==> src/rtl/axis_replay_pacer_if.sv <==
// AXI4-Stream bundle used on both sides of the replay pacer.
interface axis_replay_pacer_if #(
   parameter int unsigned DATA_WIDTH  = 256,
   parameter int unsigned TUSER_WIDTH = 128
);
   logic [DATA_WIDTH-1:0]   tdata;
   logic [DATA_WIDTH/8-1:0] tstrb;
   logic [TUSER_WIDTH-1:0]  tuser;
   logic                    tvalid;
   logic                    tready;
   logic                    tlast;

   modport master (output tdata, output tstrb, output tuser, output tvalid, output tlast,
                   input tready);
   modport slave  (input tdata, input tstrb, input tuser, input tvalid, input tlast,
                   output tready);
endinterface

==> src/rtl/axis_replay_pacer.sv <==
// Paces AXIS packet starts by a per-packet delay taken from TUSER, then forwards the packet
// through a two-entry register slice. AXIS_REPLAY_PACER_STATS_EN adds pkt_cnt/wait_cycles.
module axis_replay_pacer #(
   parameter int unsigned C_M_AXIS_DATA_WIDTH  = 256,
   parameter int unsigned C_M_AXIS_TUSER_WIDTH = 128,
   parameter int unsigned DELAY_LSB            = 96
) (
   input  logic                 axi_aclk,
   input  logic                 axi_aresetn,
   input  logic                 sw_rst,
   input  logic                 pace_en,
   axis_replay_pacer_if.slave   s_axis,
   axis_replay_pacer_if.master  m_axis
`ifdef AXIS_REPLAY_PACER_STATS_EN
   ,
   output logic [31:0]          pkt_cnt,
   output logic [31:0]          wait_cycles
`endif
);

   localparam int unsigned StrbWidth = C_M_AXIS_DATA_WIDTH / 8;
   localparam int unsigned PayWidth  = C_M_AXIS_DATA_WIDTH + StrbWidth + C_M_AXIS_TUSER_WIDTH + 1;

   typedef enum logic {StSop, StBody} state_e;

   state_e              state_q, state_d;
   logic [31:0]         gap_cnt_q, gap_cnt_d;
   logic [31:0]         delay;
   logic [1:0]          count_q, count_d;
   logic                not_full_q;
   logic [PayWidth-1:0] ent0_q, ent0_d, ent1_q, ent1_d;
   logic [PayWidth-1:0] pay_in;
   logic                sop_ok, push, pop, sop_push;

   assign delay  = pace_en ? s_axis.tuser[DELAY_LSB +: 32] : 32'd0;
   assign sop_ok = (state_q == StBody) || (gap_cnt_q >= delay);
   // sw_rst gates ready directly so no beat is handshaken while the block is being cleared
   assign s_axis.tready = not_full_q && !sw_rst && sop_ok;

   assign push     = s_axis.tvalid && s_axis.tready;
   assign pop      = m_axis.tvalid && m_axis.tready;
   assign sop_push = push && (state_q == StSop);
   assign pay_in   = {s_axis.tdata, s_axis.tstrb, s_axis.tuser, s_axis.tlast};

   assign m_axis.tvalid = (count_q != 2'd0);
   assign {m_axis.tdata, m_axis.tstrb, m_axis.tuser, m_axis.tlast} = ent0_q;

   always_comb begin
      state_d = state_q;
      case (state_q)
         StSop:   if (push && !s_axis.tlast) state_d = StBody;
         StBody:  if (push && s_axis.tlast)  state_d = StSop;
         default: state_d = StSop;
      endcase
   end

   always_comb begin
      gap_cnt_d = gap_cnt_q;
      if (sop_push) begin
         gap_cnt_d = 32'd1;
      end else if (gap_cnt_q != 32'hFFFF_FFFF) begin
         gap_cnt_d = gap_cnt_q + 32'd1;
      end
   end

   // ent0 is always the head; ent1 only holds a beat while count is 2
   always_comb begin
      count_d = count_q;
      ent0_d  = ent0_q;
      ent1_d  = ent1_q;
      unique case ({push, pop})
         2'b10: begin
            if (count_q == 2'd0) ent0_d = pay_in;
            else                 ent1_d = pay_in;
            count_d = count_q + 2'd1;
         end
         2'b01: begin
            ent0_d  = ent1_q;
            count_d = count_q - 2'd1;
         end
         2'b11: begin
            if (count_q == 2'd1) begin
               ent0_d = pay_in;
            end else begin
               ent0_d = ent1_q;
               ent1_d = pay_in;
            end
         end
         default: ;
      endcase
   end

   always_ff @(posedge axi_aclk or negedge axi_aresetn) begin
      if (!axi_aresetn) begin
         state_q    <= StSop;
         gap_cnt_q  <= 32'hFFFF_FFFF;
         count_q    <= 2'd0;
         not_full_q <= 1'b0;
         ent0_q     <= '0;
         ent1_q     <= '0;
      end else if (sw_rst) begin
         state_q    <= StSop;
         gap_cnt_q  <= 32'hFFFF_FFFF;
         count_q    <= 2'd0;
         not_full_q <= 1'b0;
         ent0_q     <= '0;
         ent1_q     <= '0;
      end else begin
         state_q    <= state_d;
         gap_cnt_q  <= gap_cnt_d;
         count_q    <= count_d;
         not_full_q <= (count_d != 2'd2);
         ent0_q     <= ent0_d;
         ent1_q     <= ent1_d;
      end
   end

`ifdef AXIS_REPLAY_PACER_STATS_EN
   logic [31:0] pkt_cnt_q, wait_q;
   logic        wait_cond;

   assign wait_cond   = (state_q == StSop) && s_axis.tvalid && (gap_cnt_q < delay);
   assign pkt_cnt     = pkt_cnt_q;
   assign wait_cycles = wait_q;

   always_ff @(posedge axi_aclk or negedge axi_aresetn) begin
      if (!axi_aresetn) begin
         pkt_cnt_q <= '0;
         wait_q    <= '0;
      end else if (sw_rst) begin
         pkt_cnt_q <= '0;
         wait_q    <= '0;
      end else begin
         if (push && s_axis.tlast) pkt_cnt_q <= pkt_cnt_q + 32'd1;
         if (wait_cond && (wait_q != 32'hFFFF_FFFF)) wait_q <= wait_q + 32'd1;
      end
   end
`endif

endmodule

==> src/flat_wrapper.sv <==
// flat-port wrapper written by rule: the top's interface ports become plain ports
module axis_replay_pacer_flat 
#(
   parameter int unsigned C_M_AXIS_DATA_WIDTH  = 256,
   parameter int unsigned C_M_AXIS_TUSER_WIDTH = 128,
   parameter int unsigned DELAY_LSB            = 96
)
  (axi_aclk, axi_aresetn, sw_rst, pace_en, s_axis_tdata, s_axis_tstrb, s_axis_tuser, s_axis_tvalid, s_axis_tlast, s_axis_tready, m_axis_tdata, m_axis_tstrb, m_axis_tuser, m_axis_tvalid, m_axis_tlast, m_axis_tready);
  axis_replay_pacer_if #(.DATA_WIDTH((256)), .TUSER_WIDTH((128))) s_axis_i ();
  axis_replay_pacer_if #(.DATA_WIDTH((256)), .TUSER_WIDTH((128))) m_axis_i ();
  input  logic axi_aclk;
  input  logic axi_aresetn;
  input  logic sw_rst;
  input  logic pace_en;
  input wire logic [$bits(s_axis_i.tdata)-1:0] s_axis_tdata;
  input wire logic [$bits(s_axis_i.tstrb)-1:0] s_axis_tstrb;
  input wire logic [$bits(s_axis_i.tuser)-1:0] s_axis_tuser;
  input wire logic [$bits(s_axis_i.tvalid)-1:0] s_axis_tvalid;
  input wire logic [$bits(s_axis_i.tlast)-1:0] s_axis_tlast;
  output wire logic [$bits(s_axis_i.tready)-1:0] s_axis_tready;
  output wire logic [$bits(m_axis_i.tdata)-1:0] m_axis_tdata;
  output wire logic [$bits(m_axis_i.tstrb)-1:0] m_axis_tstrb;
  output wire logic [$bits(m_axis_i.tuser)-1:0] m_axis_tuser;
  output wire logic [$bits(m_axis_i.tvalid)-1:0] m_axis_tvalid;
  output wire logic [$bits(m_axis_i.tlast)-1:0] m_axis_tlast;
  input wire logic [$bits(m_axis_i.tready)-1:0] m_axis_tready;
  assign s_axis_i.tdata = s_axis_tdata;
  assign s_axis_i.tstrb = s_axis_tstrb;
  assign s_axis_i.tuser = s_axis_tuser;
  assign s_axis_i.tvalid = s_axis_tvalid;
  assign s_axis_i.tlast = s_axis_tlast;
  assign s_axis_tready = s_axis_i.tready;
  assign m_axis_tdata = m_axis_i.tdata;
  assign m_axis_tstrb = m_axis_i.tstrb;
  assign m_axis_tuser = m_axis_i.tuser;
  assign m_axis_tvalid = m_axis_i.tvalid;
  assign m_axis_tlast = m_axis_i.tlast;
  assign m_axis_i.tready = m_axis_tready;
  axis_replay_pacer #(.C_M_AXIS_DATA_WIDTH(C_M_AXIS_DATA_WIDTH), .C_M_AXIS_TUSER_WIDTH(C_M_AXIS_TUSER_WIDTH), .DELAY_LSB(DELAY_LSB)) u_core (.axi_aclk(axi_aclk), .axi_aresetn(axi_aresetn), .sw_rst(sw_rst), .pace_en(pace_en), .s_axis(s_axis_i), .m_axis(m_axis_i));
endmodule
==> config.mk <==
export PLATFORM = sky130hd
export DESIGN_NAME = axis_replay_pacer_flat
export DESIGN_NICKNAME = d
export VERILOG_FILES = /design/src/rtl/axis_replay_pacer_if.sv /design/src/rtl/axis_replay_pacer.sv /design/src/flat_wrapper.sv
export SDC_FILE = /design/constraint.sdc
export NUM_CORES = 2
export LEC_CHECK = 0
export ABC_CLOCK_PERIOD_IN_PS = 8600
export CORE_AREA = 2 2 323 325
export CTS_BUF_LIST = sky130_fd_sc_hd__clkbuf_16
export CTS_CLUSTER_DIAMETER = 100
export DETAILED_ROUTE_END_ITERATION = 12
export DIE_AREA = 0 0 325 327
export GPL_ROUTABILITY_DRIVEN = 0
export PLACE_DENSITY_LB_ADDON = 0.08
export SLEW_MARGIN = 20
export SYNTH_ARGS = -nofsm -noshare
export SYNTH_HDL_FRONTEND = slang
export SYNTH_SLANG_ARGS = --single-unit
==> constraint.sdc <==
create_clock -name axi_aclk -period 8.6 [get_ports axi_aclk]
set_clock_uncertainty 0.05 [all_clocks]
set_input_delay 0.86 -clock axi_aclk [delete_from_list [all_inputs] [get_ports axi_aclk]]
set_output_delay 0.86 -clock axi_aclk [all_outputs]
set_load 0.05 [all_outputs]
======== After elaboration in Yosys (flattened, before gate mapping) ========
Cells that the tools add are included.
cells by class
  muxes and demuxes ....................... 19
  magnitude comparators ................... 1
  add/subtract/negate cells ............... 3
  bitwise gates (word level) .............. 1
  reductions and logical operators ........ 17
  equality and inequality tests ........... 9
operator list
  operator                 number
  $mux W417                6
  $pmux W417 S3            1
  $pmux W417 S2            1
  $mux W32                 4
  $add A32 B1 Y32 const B  1
  $ge A32 B32 Y1           1
  $ne A32 B32 Y1 const B   1
  $logic_and A1 B1 Y1      7
  $ne A3 B3 Y1 const B     2
  $reduce_bool A3 Y1       2
  $eq A2 B1 Y1 const B     2
  $eq A2 B2 Y1 const B     2
  $mux W1                  4
  $pmux W2 S2              1
  $reduce_bool A4 Y1       1
  $ne A3 B2 Y1 const B     1
  $reduce_and A3 Y1        1
  $add A2 B1 Y2 const B    1
  $logic_not A1 Y1         2
  $logic_not A2 Y1         1
  $mux W2                  1
  $ne A2 B2 Y1 const B     1
  $pmux W1 S2              1
  $reduce_and A2 Y1        1
  other kinds (4)          4
word-level totals
  output and inout port bits .............. 419
  bits in registers ....................... 870
  input port bits ......................... 423
  logic and storage cells ................. 56

======== Longest topological paths before layout ========
  depth in word-level cells ............... 9
  gate-level depth with buffers ........... 19

======== Least setup slack after synthesis ========
OpenSTA, ideal clock, no wires.
  path type ............................... input port to output port
  from .................................... in pace_en
  to ...................................... out s_axis_tready
  cell stages on the path ................. 9
  path slack .............................. 4003 ps
  path buffers ............................ 1
  arrival ................................. 3687 ps
  cell sequence ........................... clkbuf_1 -> nand2_1 -> ha_1 -> nand4_1 -> nor3_1 -> or4b_1 -> a31oi_1 -> nor2_1 -> nor3b_1
between the ends
  longest elaborated chain between the ends .. 4
RTL lines
  what                 line                     source
  from (decl)          flat_wrapper.sv:14       input logic pace_en;
  $mux W32             axis_replay_pacer.sv:35  assign delay = pace_en ? s_axis.tuser[DELAY_LSB +: 32] : 32'd0;
  $ge A32 B32 Y1       axis_replay_pacer.sv:36  assign sop_ok = (state_q == StBody) || (gap_cnt_q >= delay);
  $logic_or A1 B1 Y1   axis_replay_pacer.sv:36
  $logic_and A1 B1 Y1  axis_replay_pacer.sv:38  assign s_axis.tready = not_full_q && !sw_rst && sop_ok;
  to (decl)            flat_wrapper.sv:20       output wire logic [$bits(s_axis_i.tready)-1:0] s_axis_tready;
No other way between the ends.

======== Worst setup path after layout ========
  from .................................... in s_axis_tuser[111]
  to ...................................... out s_axis_tready
between the ends
  longest elaborated chain between the ends .. 4
RTL lines
  what                 line                     source
  from (decl)          flat_wrapper.sv:17       input wire logic [$bits(s_axis_i.tuser)-1:0] s_axis_tuser;
  $mux W32             axis_replay_pacer.sv:35
  $ge A32 B32 Y1       axis_replay_pacer.sv:36
  $logic_or A1 B1 Y1   axis_replay_pacer.sv:36
  $logic_and A1 B1 Y1  axis_replay_pacer.sv:38
No other way between the ends.

==> key figures <==
Status
  – Status: finished, violations left
  – Failing checks: slew limit

Floorplanning
  – Core region area: ~0.10 mm²
  – Die X: about 330 µm
  – I/O pin count: between 800 and 900
  – Die area: between 0.1 and 0.15 mm²
  – Initial Util: 0.355
  – Die Height: approximately 330 µm
  – Rows: between 100 and 150

GRT
  – Vias in the first global route: ~29000
  – Met1 global-route usage: 0.292
  – GR peak layer: met2
  – Initial antenna violation count: between 50 and 60
  – M2 GR Usage: 0.361
  – GR Util All Layers: 0.231
  – First-pass GRT wire length: between 150000 and 200000 µm
  – Largest net degree at the start of global routing: roughly 180
  – Met3 Usage GRT: 0.0740
  – Gr ovfl total: 0

Finish
  – Layout cells sized above 1: 0.0571
  – Final nets: 4287
  – Cell area after layout: slightly below 0.05 mm²
  – Layout Utilization: 0.476
  – Area grow syn2layout: 34.1%
  – Post-Layout Cell Count: 5317

STA
  – Tightest Pin Transition: around 1.5 ns
  – RSZ-0062 raised after global routing: no
  – Setup tns final: 0 ns
  – Final Max Tran Viols: 29
  – Setup violators final: 0
  – Rel. slew slack: -0.00984
  – Fin crit period: roughly 5.3 ns
  – Fin Hold WS: about 0.065 ns
  – Final setup margin: 3.34 ns
  – Final period util: 0.612
  – Fmax: approximately 190 MHz
  – Final Hold Viols: 0

Drt
  – First drt pass iteration count: 5
  – DR WL/cell: between 20 and 25 µm
  – Drt drc: 0
  – Detail Route Antenna Nets: 0
  – Iteration-0 DRC Markers: 2674
  – Via count: roughly 29000
  – DR vias/cell: 5.53
  – Post-Route WL: 126000 µm

Synth
  – Post-synth EDFFs: 0
  – Most frequent cell after synthesis: dfrtp_1
  – Post-Syn Nets: ~3600
  – Yosys warning total: 0
  – Synth cell types: 47
  – Sequential cell area fraction in the yosys report: 0.597
  – Main flop type after synthesis: dfrtp_1
  – Synth area leader: dfrtp_1
  – Avg Cell Area, Syn: between 10 and 15 µm²
  – Top post-synthesis cells by area: dfrtp_1 (57%), a22o_1 (10%), a22oi_1 (8.6%), o31ai_1 (8.6%), nand2_1 (4.9%)
  – Synth Cell Area: 0.0365 mm²
  – Share of the synthesized area in the top cell type: 0.574
  – Post-Synthesis Cells: around 3200
  – Most common library cells after synthesis: dfrtp_1 (838), nand2_1 (475), a22oi_1 (418), o31ai_1 (418), a22o_1 (417)
  – Yosys reg bits: 870
  – Async SR Flop Fraction: 1.00

Setup path
  – Worst-path fanout max: 4
  – CP startpoint kind: input port
  – Worst setup EP type: primary output
  – Arr. time, crit path: about 4.4 ns
  – Required time of the critical path: roughly 7.7 ns
  – Critical path type: input port to primary output

Clock network
  – Total CTS buffers: between 90 and 100
  – Clock slew at reported path FFs: 0.05 ns
  – Clock sinks: between 800 and 900
  – Post-cts sizing count: 0
  – Clk Latency, worst-skew pair: approximately 0.67 ns
  – Clk buf depth: 3
  – Total setup buffers inserted after CTS: 0
  – CTS Root Cell: clkbuf_16
  – Htree depth: 3
  – Cts-stage hold buffer count: 0
  – CTS tree: done

Place
  – Place WS: ~1.9 ns
  – Placed insts: 5105
  – Post-DP HPWL: 78100 µm
  – PortBufs: 841
  – DP Area: between 0.04 and 0.05 mm²

Worst hold path
  – HP Class: input port to async pin

Pwr
  – LEAKAGE: around 21 nW
  – Pwr Total: between 10 and 15 mW
  – Pwr/cell area: 248 mW/mm²
  – Peak VDD IR: about 140 µV

Flow run
  – MaxCap Viol Count: 0
==> sequential cells by signal, summed over array words and instances (netlist names) <==
| register | cells |
|---|---|
| u_core.ent0_q | 417 |
| u_core.ent1_q | 417 |
| u_core.gap_cnt_q | 32 |
| u_core.count_q | 2 |
| u_core.not_full_q | 1 |
| u_core.state_q | 1 |
==> where the power goes <==
group | switching (mW) | internal [mW] | leakage (nW)
Sequential | 0.293 | 4.56 | 11.6
Clock | 1.74 | 2.15 | 1.55
Combinational | 2.23 | 1.16 | 7.91
==> cells by family after synthesis <==
group | synth area share
AND/OR/NAND/NOR | 0.0624
adder cells (fa/ha/maj) | 0.0130
buffers and inverters | 0.0370
XOR/XNOR | 0.00431
multiplexers | 0.00223
flip-flops | 0.597
AO/OA/AOI/OAI | 0.284
==> cells in the final DEF (no fill, tap or decap), drive strengths merged, types with 5 or more instances in the layout <==
cell | netlist | final
dfrtp | 838 | 838
and3 | 8 | 8
clkinv | 0 | 48
clkbuf | 263 | 100
nand4 | 8 | 8
and2 | 5 | 5
nand3 | 17 | 17
o31ai | 418 | 418
inv | 9 | 38
nand2 | 475 | 475
clkdlybuf4s50 | 0 | 838
nor3 | 5 | 5
nor2 | 25 | 25
o21ai | 17 | 17
mux2i | 7 | 7
diode | 0 | 33
xor2 | 8 | 8
a21oi | 49 | 49
a22o | 417 | 417
ha | 38 | 38
a22oi | 418 | 418
buf | 72 | 48
xnor2 | 10 | 10
dfstp | 32 | 32
==> worst max-delay path: stages <==
cell and delay (ns):
clkdlybuf4s50_1 0.53, nand2_1 0.09, ha_1 0.34, nand4_1 0.12, nor3_1 0.26, or4b_1 0.45
a31oi_1 0.30, nor2_1 0.14, nor3b_1 0.28, clkdlybuf4s50_1 0.96
==> layer usage <==
| layer | share of wire | wire, µm |
|---|---|---|
| met1 | 0.40 | 50700 |
| met2 | 0.48 | 60700 |
| met3 | 0.077 | 9730 |
| met4 | 0.040 | 5020 |
| met5 | 0.0023 | 293 |
==> final timing paths <==
check	from	end	slack [ns]	depth (start not counted)
worst max-delay path	s_axis_tuser[111]	s_axis_tready	3.34	10
worst min-delay path	axi_aresetn	u_core.ent0_q[88]	0.07	1
worst max register to register	u_core.gap_cnt_q[0]	u_core.ent1_q[265]	3.73	14
worst min register to register	u_core.ent0_q[173]	u_core.ent0_q[173]	0.42	2
max in group asynchronous	axi_aresetn	u_core.ent1_q[171]	6.39	3
min in group axi_aclk	u_core.ent0_q[173]	u_core.ent0_q[173]	0.42	2
==> layout make-up <==
type	count	area [µm²]
Sequential cell	870	21800
Timing Repair Buffer	886	9010
Multi-Input combinational cell	1960	13400
Clock inverter	79	419
Clock buffer	100	2500
Fill cell	9583	53900
Antenna cell	33	82.6
Inverter	9	33.8
Tap cell	1380	1730
(Power assumes the default switching activity.)
